--- src/rtl/riscv_pkg.sv ---
// RV32I decode constants: opcodes, ALU op and immediate-format enums, NOP word.
package riscv_pkg;

  localparam int unsigned XLEN = 32;
  localparam logic [31:0] NOP_INSTR = 32'h0000_0013;

  localparam logic [6:0] OPC_OP     = 7'b0110011;
  localparam logic [6:0] OPC_OP_IMM = 7'b0010011;
  localparam logic [6:0] OPC_LOAD   = 7'b0000011;
  localparam logic [6:0] OPC_STORE  = 7'b0100011;
  localparam logic [6:0] OPC_BRANCH = 7'b1100011;
  localparam logic [6:0] OPC_JAL    = 7'b1101111;
  localparam logic [6:0] OPC_JALR   = 7'b1100111;
  localparam logic [6:0] OPC_LUI    = 7'b0110111;
  localparam logic [6:0] OPC_AUIPC  = 7'b0010111;

  typedef enum logic [3:0] {
    ALU_ADD   = 4'd0,
    ALU_SUB   = 4'd1,
    ALU_SLL   = 4'd2,
    ALU_SLT   = 4'd3,
    ALU_SLTU  = 4'd4,
    ALU_XOR   = 4'd5,
    ALU_SRL   = 4'd6,
    ALU_SRA   = 4'd7,
    ALU_OR    = 4'd8,
    ALU_AND   = 4'd9,
    ALU_PASSB = 4'd10
  } alu_op_e;

  typedef enum logic [2:0] {
    FMT_R = 3'd0,
    FMT_I = 3'd1,
    FMT_S = 3'd2,
    FMT_B = 3'd3,
    FMT_U = 3'd4,
    FMT_J = 3'd5
  } imm_fmt_e;

  // alt selects SUB/SRA; SUB exists only for register-register ops
  function automatic alu_op_e alu_decode(input logic [2:0] funct3, input logic alt,
                                         input logic is_reg);
    case (funct3)
      3'd0:    alu_decode = (alt && is_reg) ? ALU_SUB : ALU_ADD;
      3'd1:    alu_decode = ALU_SLL;
      3'd2:    alu_decode = ALU_SLT;
      3'd3:    alu_decode = ALU_SLTU;
      3'd4:    alu_decode = ALU_XOR;
      3'd5:    alu_decode = alt ? ALU_SRA : ALU_SRL;
      3'd6:    alu_decode = ALU_OR;
      default: alu_decode = ALU_AND;
    endcase
  endfunction

endpackage

--- src/rtl/decode_stage_if.sv ---
// Fetch-to-decode handshake: instruction/PC with valid/ready.
interface decode_stage_if #(parameter int unsigned XLEN = 32);
  logic            if_valid;
  logic [31:0]     if_instr;
  logic [XLEN-1:0] if_pc;
  logic            if_ready;

  modport master (output if_valid, output if_instr, output if_pc, input if_ready);
  modport slave  (input if_valid, input if_instr, input if_pc, output if_ready);
endinterface

--- src/rtl/imm_gen.sv ---
// Immediate generator: instruction bits + format -> sign-extended 32-bit immediate.
module imm_gen
  import riscv_pkg::*;
(
  input  logic [31:7] instr,
  input  imm_fmt_e    fmt,
  output logic [31:0] imm
);

  always_comb begin
    imm = '0;
    case (fmt)
      FMT_I:   imm = {{20{instr[31]}}, instr[31:20]};
      FMT_S:   imm = {{20{instr[31]}}, instr[31:25], instr[11:7]};
      FMT_B:   imm = {{19{instr[31]}}, instr[31], instr[7], instr[30:25], instr[11:8], 1'b0};
      FMT_U:   imm = {instr[31:12], 12'b0};
      FMT_J:   imm = {{11{instr[31]}}, instr[31], instr[19:12], instr[20], instr[30:21], 1'b0};
      default: imm = '0;
    endcase
  end

endmodule

--- src/rtl/decode_stage.sv ---
// RV32I decode stage: IF/ID register, decoder, back-pressure, flush.
// Define DECODE_LOADUSE_EN to enable the internal load-use stall.
module decode_stage #(
  parameter int unsigned XLEN      = 32,
  parameter logic [31:0] NOP_INSTR = 32'h0000_0013
) (
  input  logic            clk,
  input  logic            rst,
  decode_stage_if.slave   fetch,
  input  logic            flush,
  input  logic            ex_ready,
  input  logic            ex_mem_read,
  input  logic [4:0]      ex_rd,
  output logic [4:0]      A1,
  output logic [4:0]      A2,
  output logic            id_valid,
  output logic [XLEN-1:0] id_pc,
  output logic [4:0]      id_rd,
  output logic [XLEN-1:0] id_imm,
  output logic [3:0]      id_alu_op,
  output logic            id_alu_src,
  output logic            id_reg_write,
  output logic            id_mem_read,
  output logic            id_mem_write,
  output logic            id_branch,
  output logic            id_jump,
  output logic            id_illegal
);
  import riscv_pkg::*;

  logic            valid_q;
  logic [31:0]     instr_q;
  logic [XLEN-1:0] pc_q;

  logic            stall, capture;
  logic [6:0]      opcode;
  logic [4:0]      rd_field;
  imm_fmt_e        fmt;
  alu_op_e         alu_op;
  logic            alu_src, wr_fmt, mem_rd, mem_wr, br, jmp, ill, uses_rs2, no_rd;

  assign opcode   = instr_q[6:0];
  assign rd_field = instr_q[11:7];
  assign A1       = instr_q[19:15];
  assign A2       = instr_q[24:20];

  always_comb begin
    fmt      = FMT_R;
    alu_op   = ALU_ADD;
    alu_src  = 1'b0;
    wr_fmt   = 1'b0;
    mem_rd   = 1'b0;
    mem_wr   = 1'b0;
    br       = 1'b0;
    jmp      = 1'b0;
    ill      = 1'b0;
    uses_rs2 = 1'b0;
    no_rd    = 1'b0;
    case (opcode)
      OPC_OP: begin
        uses_rs2 = 1'b1;
        if (instr_q[31:25] != 7'h00 && instr_q[31:25] != 7'h20) begin
          ill = 1'b1;
        end else begin
          wr_fmt = 1'b1;
          alu_op = alu_decode(instr_q[14:12], instr_q[30], 1'b1);
        end
      end
      OPC_OP_IMM: begin
        fmt = FMT_I; alu_src = 1'b1; wr_fmt = 1'b1;
        alu_op = alu_decode(instr_q[14:12], instr_q[30], 1'b0);
      end
      OPC_LOAD:   begin fmt = FMT_I; alu_src = 1'b1; wr_fmt = 1'b1; mem_rd = 1'b1; end
      OPC_STORE:  begin fmt = FMT_S; alu_src = 1'b1; mem_wr = 1'b1; uses_rs2 = 1'b1; no_rd = 1'b1; end
      OPC_BRANCH: begin fmt = FMT_B; alu_op = ALU_SUB; br = 1'b1; uses_rs2 = 1'b1; no_rd = 1'b1; end
      OPC_JAL:    begin fmt = FMT_J; wr_fmt = 1'b1; jmp = 1'b1; end
      OPC_JALR:   begin fmt = FMT_I; alu_src = 1'b1; wr_fmt = 1'b1; jmp = 1'b1; end
      OPC_LUI:    begin fmt = FMT_U; alu_op = ALU_PASSB; alu_src = 1'b1; wr_fmt = 1'b1; end
      OPC_AUIPC:  begin fmt = FMT_U; alu_src = 1'b1; wr_fmt = 1'b1; end
      default:    ill = 1'b1;
    endcase
  end

  imm_gen u_imm_gen (
    .instr (instr_q[31:7]),
    .fmt   (fmt),
    .imm   (id_imm)
  );

`ifdef DECODE_LOADUSE_EN
  assign stall = valid_q && ex_mem_read && (ex_rd != '0) &&
                 ((ex_rd == A1) || ((ex_rd == A2) && uses_rs2));
`else
  logic unused_hazard;
  assign unused_hazard = ^{ex_mem_read, ex_rd, uses_rs2};
  assign stall = 1'b0;
`endif

  assign id_valid       = valid_q && !stall;
  assign fetch.if_ready = !valid_q || (ex_ready && !stall);
  assign capture        = fetch.if_valid && fetch.if_ready;

  // Control bits are qualified by valid_q so an empty stage never asserts side effects
  assign id_pc        = pc_q;
  assign id_rd        = no_rd ? 5'd0 : rd_field;
  assign id_alu_op    = alu_op;
  assign id_alu_src   = valid_q && alu_src;
  assign id_reg_write = valid_q && wr_fmt && (rd_field != '0);
  assign id_mem_read  = valid_q && mem_rd;
  assign id_mem_write = valid_q && mem_wr;
  assign id_branch    = valid_q && br;
  assign id_jump      = valid_q && jmp;
  assign id_illegal   = valid_q && ill;

  always_ff @(posedge clk) begin
    if (rst) begin
      valid_q <= 1'b0;
      instr_q <= NOP_INSTR;
      pc_q    <= '0;
    end else if (flush) begin
      valid_q <= 1'b0;
      instr_q <= NOP_INSTR;
    end else if (capture) begin
      valid_q <= 1'b1;
      instr_q <= fetch.if_instr;
      pc_q    <= fetch.if_pc;
    end else if (id_valid && ex_ready) begin
      valid_q <= 1'b0;
    end
  end

endmodule

--- src/flat_wrapper.sv ---
// flat-port wrapper written by rule: the top's interface ports become plain ports
module decode_stage_flat import riscv_pkg::*;
#(
  parameter int unsigned XLEN      = 32,
  parameter logic [31:0] NOP_INSTR = 32'h0000_0013
)
  (clk, rst, flush, ex_ready, ex_mem_read, ex_rd, A1, A2, id_valid, id_pc, id_rd, id_imm, id_alu_op, id_alu_src, id_reg_write, id_mem_read, id_mem_write, id_branch, id_jump, id_illegal, fetch_if_valid, fetch_if_instr, fetch_if_pc, fetch_if_ready);
  decode_stage_if #(.XLEN(XLEN)) fetch_i ();
  input  logic clk;
  input  logic rst;
  input  logic flush;
  input  logic ex_ready;
  input  logic ex_mem_read;
  input  logic [4:0] ex_rd;
  output logic [4:0] A1;
  output logic [4:0] A2;
  output logic id_valid;
  output logic [XLEN-1:0] id_pc;
  output logic [4:0] id_rd;
  output logic [XLEN-1:0] id_imm;
  output logic [3:0] id_alu_op;
  output logic id_alu_src;
  output logic id_reg_write;
  output logic id_mem_read;
  output logic id_mem_write;
  output logic id_branch;
  output logic id_jump;
  output logic id_illegal;
  input wire logic [$bits(fetch_i.if_valid)-1:0] fetch_if_valid;
  input wire logic [$bits(fetch_i.if_instr)-1:0] fetch_if_instr;
  input wire logic [$bits(fetch_i.if_pc)-1:0] fetch_if_pc;
  output wire logic [$bits(fetch_i.if_ready)-1:0] fetch_if_ready;
  assign fetch_i.if_valid = fetch_if_valid;
  assign fetch_i.if_instr = fetch_if_instr;
  assign fetch_i.if_pc = fetch_if_pc;
  assign fetch_if_ready = fetch_i.if_ready;
  decode_stage #(.XLEN(XLEN), .NOP_INSTR(NOP_INSTR)) u_core (.clk(clk), .rst(rst), .fetch(fetch_i), .flush(flush), .ex_ready(ex_ready), .ex_mem_read(ex_mem_read), .ex_rd(ex_rd), .A1(A1), .A2(A2), .id_valid(id_valid), .id_pc(id_pc), .id_rd(id_rd), .id_imm(id_imm), .id_alu_op(id_alu_op), .id_alu_src(id_alu_src), .id_reg_write(id_reg_write), .id_mem_read(id_mem_read), .id_mem_write(id_mem_write), .id_branch(id_branch), .id_jump(id_jump), .id_illegal(id_illegal));
endmodule
--- config.mk ---
export PLATFORM = sky130hd
export DESIGN_NAME = decode_stage_flat
export DESIGN_NICKNAME = d
export VERILOG_FILES = /design/src/rtl/riscv_pkg.sv /design/src/rtl/decode_stage_if.sv /design/src/rtl/imm_gen.sv /design/src/rtl/decode_stage.sv /design/src/flat_wrapper.sv
export SDC_FILE = /design/constraint.sdc
export NUM_CORES = 1
export LEC_CHECK = 0
export CORE_MARGIN = 4
export CORE_UTILIZATION = 48
export DETAILED_ROUTE_END_ITERATION = 6
export DONT_BUFFER_PORTS = 1
export MAX_ROUTING_LAYER = met4
export PLACE_DENSITY = 0.69
export SLEW_MARGIN = 25
export SYNTH_ARGS = -nofsm -noshare
export SYNTH_HDL_FRONTEND = slang
export SYNTH_SLANG_ARGS = --single-unit
--- constraint.sdc ---
create_clock -name clk -period 2.7 [get_ports clk]
set_clock_uncertainty 0.15 [all_clocks]
set_input_delay 0.54 -clock clk [delete_from_list [all_inputs] [get_ports clk]]
set_output_delay 0.54 -clock clk [all_outputs]
set_load 0.03 [all_outputs]
### After elaboration in Yosys (flattened, before gate mapping)

Cells that the tools add are included.

* equality and inequality tests: 21
* reductions and logical operators: 26
* bitwise gates (word level): 1
* multiplexer cells: 21

Operators with widths (number)
* $pmux 32 s5: 1
* $pmux 4 s7: 2
* $eq 7x6->1 const B: 3
* $eq 7x7->1 const B: 3
* $pmux 4 s4: 1
* $eq 3x3->1 const B: 5
* $pmux 3 s5: 1
* $eq 7x5->1 const B: 2
* $eq 3x2->1 const B: 4
* $mux 1: 12
* $reduce_or 6->1: 2
* $logic_and 1x1->1: 11
* $reduce_or 2->1: 4
* $reduce_or 8->1: 1
* $eq 7x2->1 const B: 1
* $ne 7x6->1 const B: 1
* $reduce_bool 7->1: 1
* $eq 3x1->1 const B: 2
* $mux 5: 1
* $reduce_bool 5->1: 1
* $mux 4: 1
* $pmux 1 s2: 2
* $logic_not 3->1: 1
* $reduce_or 3->1: 1
* 5 further kinds: 5

* register bits after elaboration: 65
* input port bits: 75
* logic and storage cells: 72
* output and inout port bits: 92

### Longest topological paths before layout

* depth after elaboration: 6
* mapped depth: 6
* depth with buffers taken out: 4

### Hierarchy

A second synthesis with hierarchy kept.

* cell total of the unflattened synthesis: 430
* area, all modules: 3159.3 um2

By module, submodules not included
* decode_stage: area each 2768.9 um2, times used 1, cells an instance 364, sequential area each 1301.2 um2
* imm_gen: area each 390.4 um2, times used 1, cells an instance 66, sequential area each 0.0 um2

### Worst setup path before layout

Ideal clock, no wire load.

* path kind: flip-flop to output port
* start point: register u_core.instr_q[6]
* end point: output id_imm[11]
* path buffers: 2
* data arrival time: 2.056 ns
* setup slack: -0.046 ns
* data required time: 2.010 ns
* cell stages (with the launch flop): 7
* cells stage by stage: dfxtp_1 > buf_6 > or3b_1 > a21oi_4 > buf_6 > a22oi_1 > o31ai_1

* longest elaborated chain between the ends: 5
* elaborated cells on any way between the ends: 17
* classes of those cells: eq/ne (13); mux (2); reduce/logical (2)

Ends and longest elaborated chain
* start: declaration: RTL line decode_stage.sv:32 `logic [31:0] instr_q;`
* start signal: assignment: RTL line decode_stage.sv:125 `instr_q <= fetch.if_instr;`
* $eq 7x2->1 (tied with other cells): RTL line decode_stage.sv:59 `case (opcode)`
* $reduce_or 3->1 (no line) / $reduce_or 2->1 (equally long branches)
* $pmux 3 s5 *: RTL line decode_stage.sv:59
* $eq 3x3->1 (tied with other cells): RTL line imm_gen.sv:12 `case (fmt)`
* $pmux 32 s5 *: RTL line imm_gen.sv:12
* end: declaration: RTL line flat_wrapper.sv:20 `output logic [XLEN-1:0] id_imm;`

Every way passes the cells marked *; elsewhere a longest branch is shown, timed or not.

### Worst setup path after layout

* start point: register u_core.instr_q[27]
* end point: output id_alu_op[0]

* longest elaborated chain between the ends: 4
* elaborated cells on any way between the ends: 5
* classes of those cells: eq/ne (1); mux (2); reduce/logical (2)

Ends and longest elaborated chain
* $ne 7x6->1 / $reduce_bool 7->1 (equally long branches): RTL line decode_stage.sv:62 `if (instr_q[31:25] != 7'h00 && instr_q[31:25] != 7'h20) begin`
* $logic_and 1x1->1 *: RTL line decode_stage.sv:62
* $mux 4 *: RTL line decode_stage.sv:62
* $pmux 4 s4 *: RTL line decode_stage.sv:59
* end: declaration: RTL line flat_wrapper.sv:21 `output logic [3:0] id_alu_op;`

Marked as above.

==> impl_metrics.yaml <==
floorplanning:
  rows: 28
  die_height_um: 88.2
  initial_core_util: 0.507
  io_pins: 167
  die_area_sq_mm: 0.00779
  dieWidth_um: 88.2
  coreArea_sq_mm: 0.00610
global_routing:
  overflow: 0
  grt_pass1_vias: 2768
  antenna_found_initial: 0
  grt_max_degree: 35
  gr-usage-all-layers: 0.222
  grt_pass1_wl_um: 13100
pwr:
  power_density_mw_per_mm2: 656
  netSwitchingPower_mw: 0.665
  leakagePower_nw: 1.43
  p_int_mw: 1.71
  vdd.ir_drop.worst_v: 0.000459
  comb_power_share: 0.113
  clockPowerShare: 0.430
  seq_power_share: 0.457
  swShare: 0.280
critical_path:
  required_ns: 2.01
  cp_num_buf_inv: 2
  path_cells: "or4_4 > nor3_4 > buf_6 > o211ai_1 > o211ai_1 > buf_4"
  crit_path_end_kind: "output pin"
  crit_path_start_kind: "register"
  critical-path-top-delay-family: "simple AND/OR/NAND/NOR gates"
  crit_type: "register to output pin"
  critical_path.max_stage_delay_ns: 0.52
  r2r-start: "u_core.id_valid$_SDFFE_PP0P_"
  rrSetupSlack_ns: 1.05
  cp_common_cell: "o211ai_1"
  arrival_ns: 2.02
  cpMaxStageDelayCell: "or4_4"
  crit_fanout: 4
  r2r_end: "u_core.id_pc[24]$_SDFFE_PP0P_"
  reg2reg_depth: 5
clock_tree:
  cts_root_buffer: "clkbuf_8"
  clk_latency_ns: 0.34
  clock_path_buffers: 2
  ctsHtreeMaxLevel: 3
  cts_buffers: 9
  cts_tree: "done"
  path_clk_slew_ns: 0.08
  cts.sinks: 65
timing:
  relSlewSlack: 0.581
  setup_viol: 1
  finalHoldViolations: 0
  fin_crit_sh: 1.00
  layout_setup_ws_ns: -0.00809
  fin_tns_setup_ns: -0.00809
  grt_setup_unrepaired: "true"
  hold_slack_ns: 0.0999
  fmax_mhz: 369
  tightest_slew_ns: 0.628
  drv_slew: 0
  fin_crit_ns: 2.71
route:
  first_iter_violations: 156
  first_pass_iters: 4
  wl_per_cell_um: 17.2
  vias_per_cell: 5.65
  drc: 0
  routed_wl_um: 8550
  vias: 2802
  drtAntennaViolNets: 0
logic_synthesis:
  synth_top_family_by_area: "simple AND/OR/NAND/NOR gates"
  syn_inst: 420
  synth_ff_type: "dfxtp_1"
  synth_compound_area_frac: 0.211
  yosys.area_share.simple: 0.288
  yosysWarnings: 0
  synth_seq_area_share: 0.421
  synth_edf_count: 0
  yosys.area.top_type: "dfxtp_1"
  async_flop_share: 0
  synth_cell_type_count: 41
  synth_top_area_frac: 0.421
  synthMuxAreaShare: 0.00324
  synth_area_sq_mm: 0.00309
  avgSynthCellArea_sq_um: 7.36
  yosys-top-cells-area: "dfxtp_1 42%, nand2_1 17%, a21oi_1 11%, a21o_1 4.6%, clkbuf_1 2.9%"
  yosys.area_share.xor_xnor: 0
  syn-num-nets: 495
  ys_ff_latch: 65
  yosys.area_share.adder: 0
finish:
  final_cells: 496
  area_delta_synth_final_pct: 17.1
  stdcell_area_sq_mm: 0.00362
  layout.nets: 491
  drive_above_1_share: 0.209
  antennaDiodeCount: 0
placement:
  placedCellCount: 477
  place.gp.congestion: 0.951
  preCtsSetupSlack_ns: 0.224
  numPortBuffers: 0
  hpwlAfterDp_um: 6040
  dpl_cell_area_sq_mm: 0.00316
worst_hold_path:
  min_to: "u_core.id_pc[15]$_SDFFE_PP0P_"
  hold_depth: 1
  worstHoldStart: "rst"
  min_path_type: "input port to register"
run_status:
  violations: "negative setup slack"
  outcome: "finished, violations left"
flow_run:
  cap_viol_max_count: 0
[layer usage]
layer | up-vias | wire, um | track usage
li1 | 1375 | - | -
met1 | 1269 | 3320 | 0.250
met2 | 146 | 4050 | 0.367
met3 | 12 | 1040 | 0.0736
met4 | 0 | 138 | 0.0797
met5 | - | 0 | -
[sequential cells by signal, summed over array words and instances, names as in the netlist]
name             cells
u_core.id_valid      1
u_core.instr_q      32
u_core.id_pc        32
[power by group through the flow]
stage	Clock (mW)	Combinational, mW	Sequential, mW
3_3_place_gp	0	0.241	1.10
6_report	1.02	0.268	1.09
2_1_floorplan	0	0.224	1.08
5_1_grt	1.09	0.296	1.09
4_1_cts	1.04	0.257	1.08
3_5_place_dp	0	0.245	1.11
[cell usage after synthesis, drive strengths merged, types with 2 or more instances]
cell	instances
nand4b	3
nor3	7
a22o	4
a21oi	69
nand2	136
and2	8
nand3b	2
o21ai	5
or4	2
or2	2
dfxtp	65
buf	19
nor2	14
nand3	7
a21o	19
o211ai	3
inv	5
clkbuf	24
nand2b	4
nor2b	6
and3	2
[worst max path at each step]
stage / startpoint / to / slack (ns) / cells after the start
after floorplan: u_core.instr_q[26]$_SDFFE_PP0P_ / id_alu_op[1] / 0.08 / 4
after global placement: u_core.instr_q[2]$_SDFFE_PP0P_ / id_imm[12] / 0.25 / 5
after detailed placement: u_core.instr_q[2]$_SDFFE_PP0P_ / id_imm[12] / 0.22 / 5
after CTS: u_core.instr_q[26]$_SDFFE_PP0P_ / id_alu_op[0] / -0.02 / 6
after global routing: u_core.instr_q[26]$_SDFFE_PP0P_ / id_alu_op[0] / -0.12 / 6
final: u_core.instr_q[27]$_SDFFE_PP0P_ / id_alu_op[0] / -0.008 / 6
[area by class of cell]
class / instances / area (sq um)
flip-flops and latches: 65 / 1310
fillers: 569 / 2480
clock buffers: 9 / 124
repair buffers: 28 / 225
clock inverters: 7 / 125
multi-input cells: 307 / 1720
well taps: 75 / 93.8
inverters: 5 / 18.8
[timing repair]
action | 4_1_cts | 5_1_grt
resized for setup | 33 | 28
hold buffers | 0 | 0
hold endpoints to repair | 0 | 0
setup buffers | 3 | 0
pin swaps | 4 | 6
endpoints found under the setup margin | 32 | 31
[cells by family after synthesis]
group | after synthesis
AND/OR/NAND/NOR | 198
flip-flops | 65
AO/OA/AOI/OAI | 108
buffers and inverters | 48
multiplexers | 1
[stage by stage]
step	total power [mW]	utilization
finish	2.37	0.594
global route	2.48	0.594
CTS	2.38	0.578
detailed placement	1.35	0.518
global placement	1.35	0.518
floorplan	1.31	-
[cell usage in the layout, fill, tap and decap left out, types with 2 or more instances in the layout]
cell type / n
a21o_4: 17
a21oi_1: 67
a22o_1: 4
and2_2: 8
buf_4: 24
buf_6: 4
bufinv_16: 3
clkbuf_8: 9
clkinv_4: 2
dfxtp_1: 60
dfxtp_2: 4
inv_1: 5
inv_6: 2
nand2_1: 136
nand2b_1: 4
nand3_1: 7
nand3b_1: 2
nand4b_1: 3
nor2_1: 13
nor2b_1: 6
nor3_1: 4
nor3_2: 2
o211ai_1: 3
o21ai_0: 3
o21ai_1: 2
(Power assumes the default switching activity.)
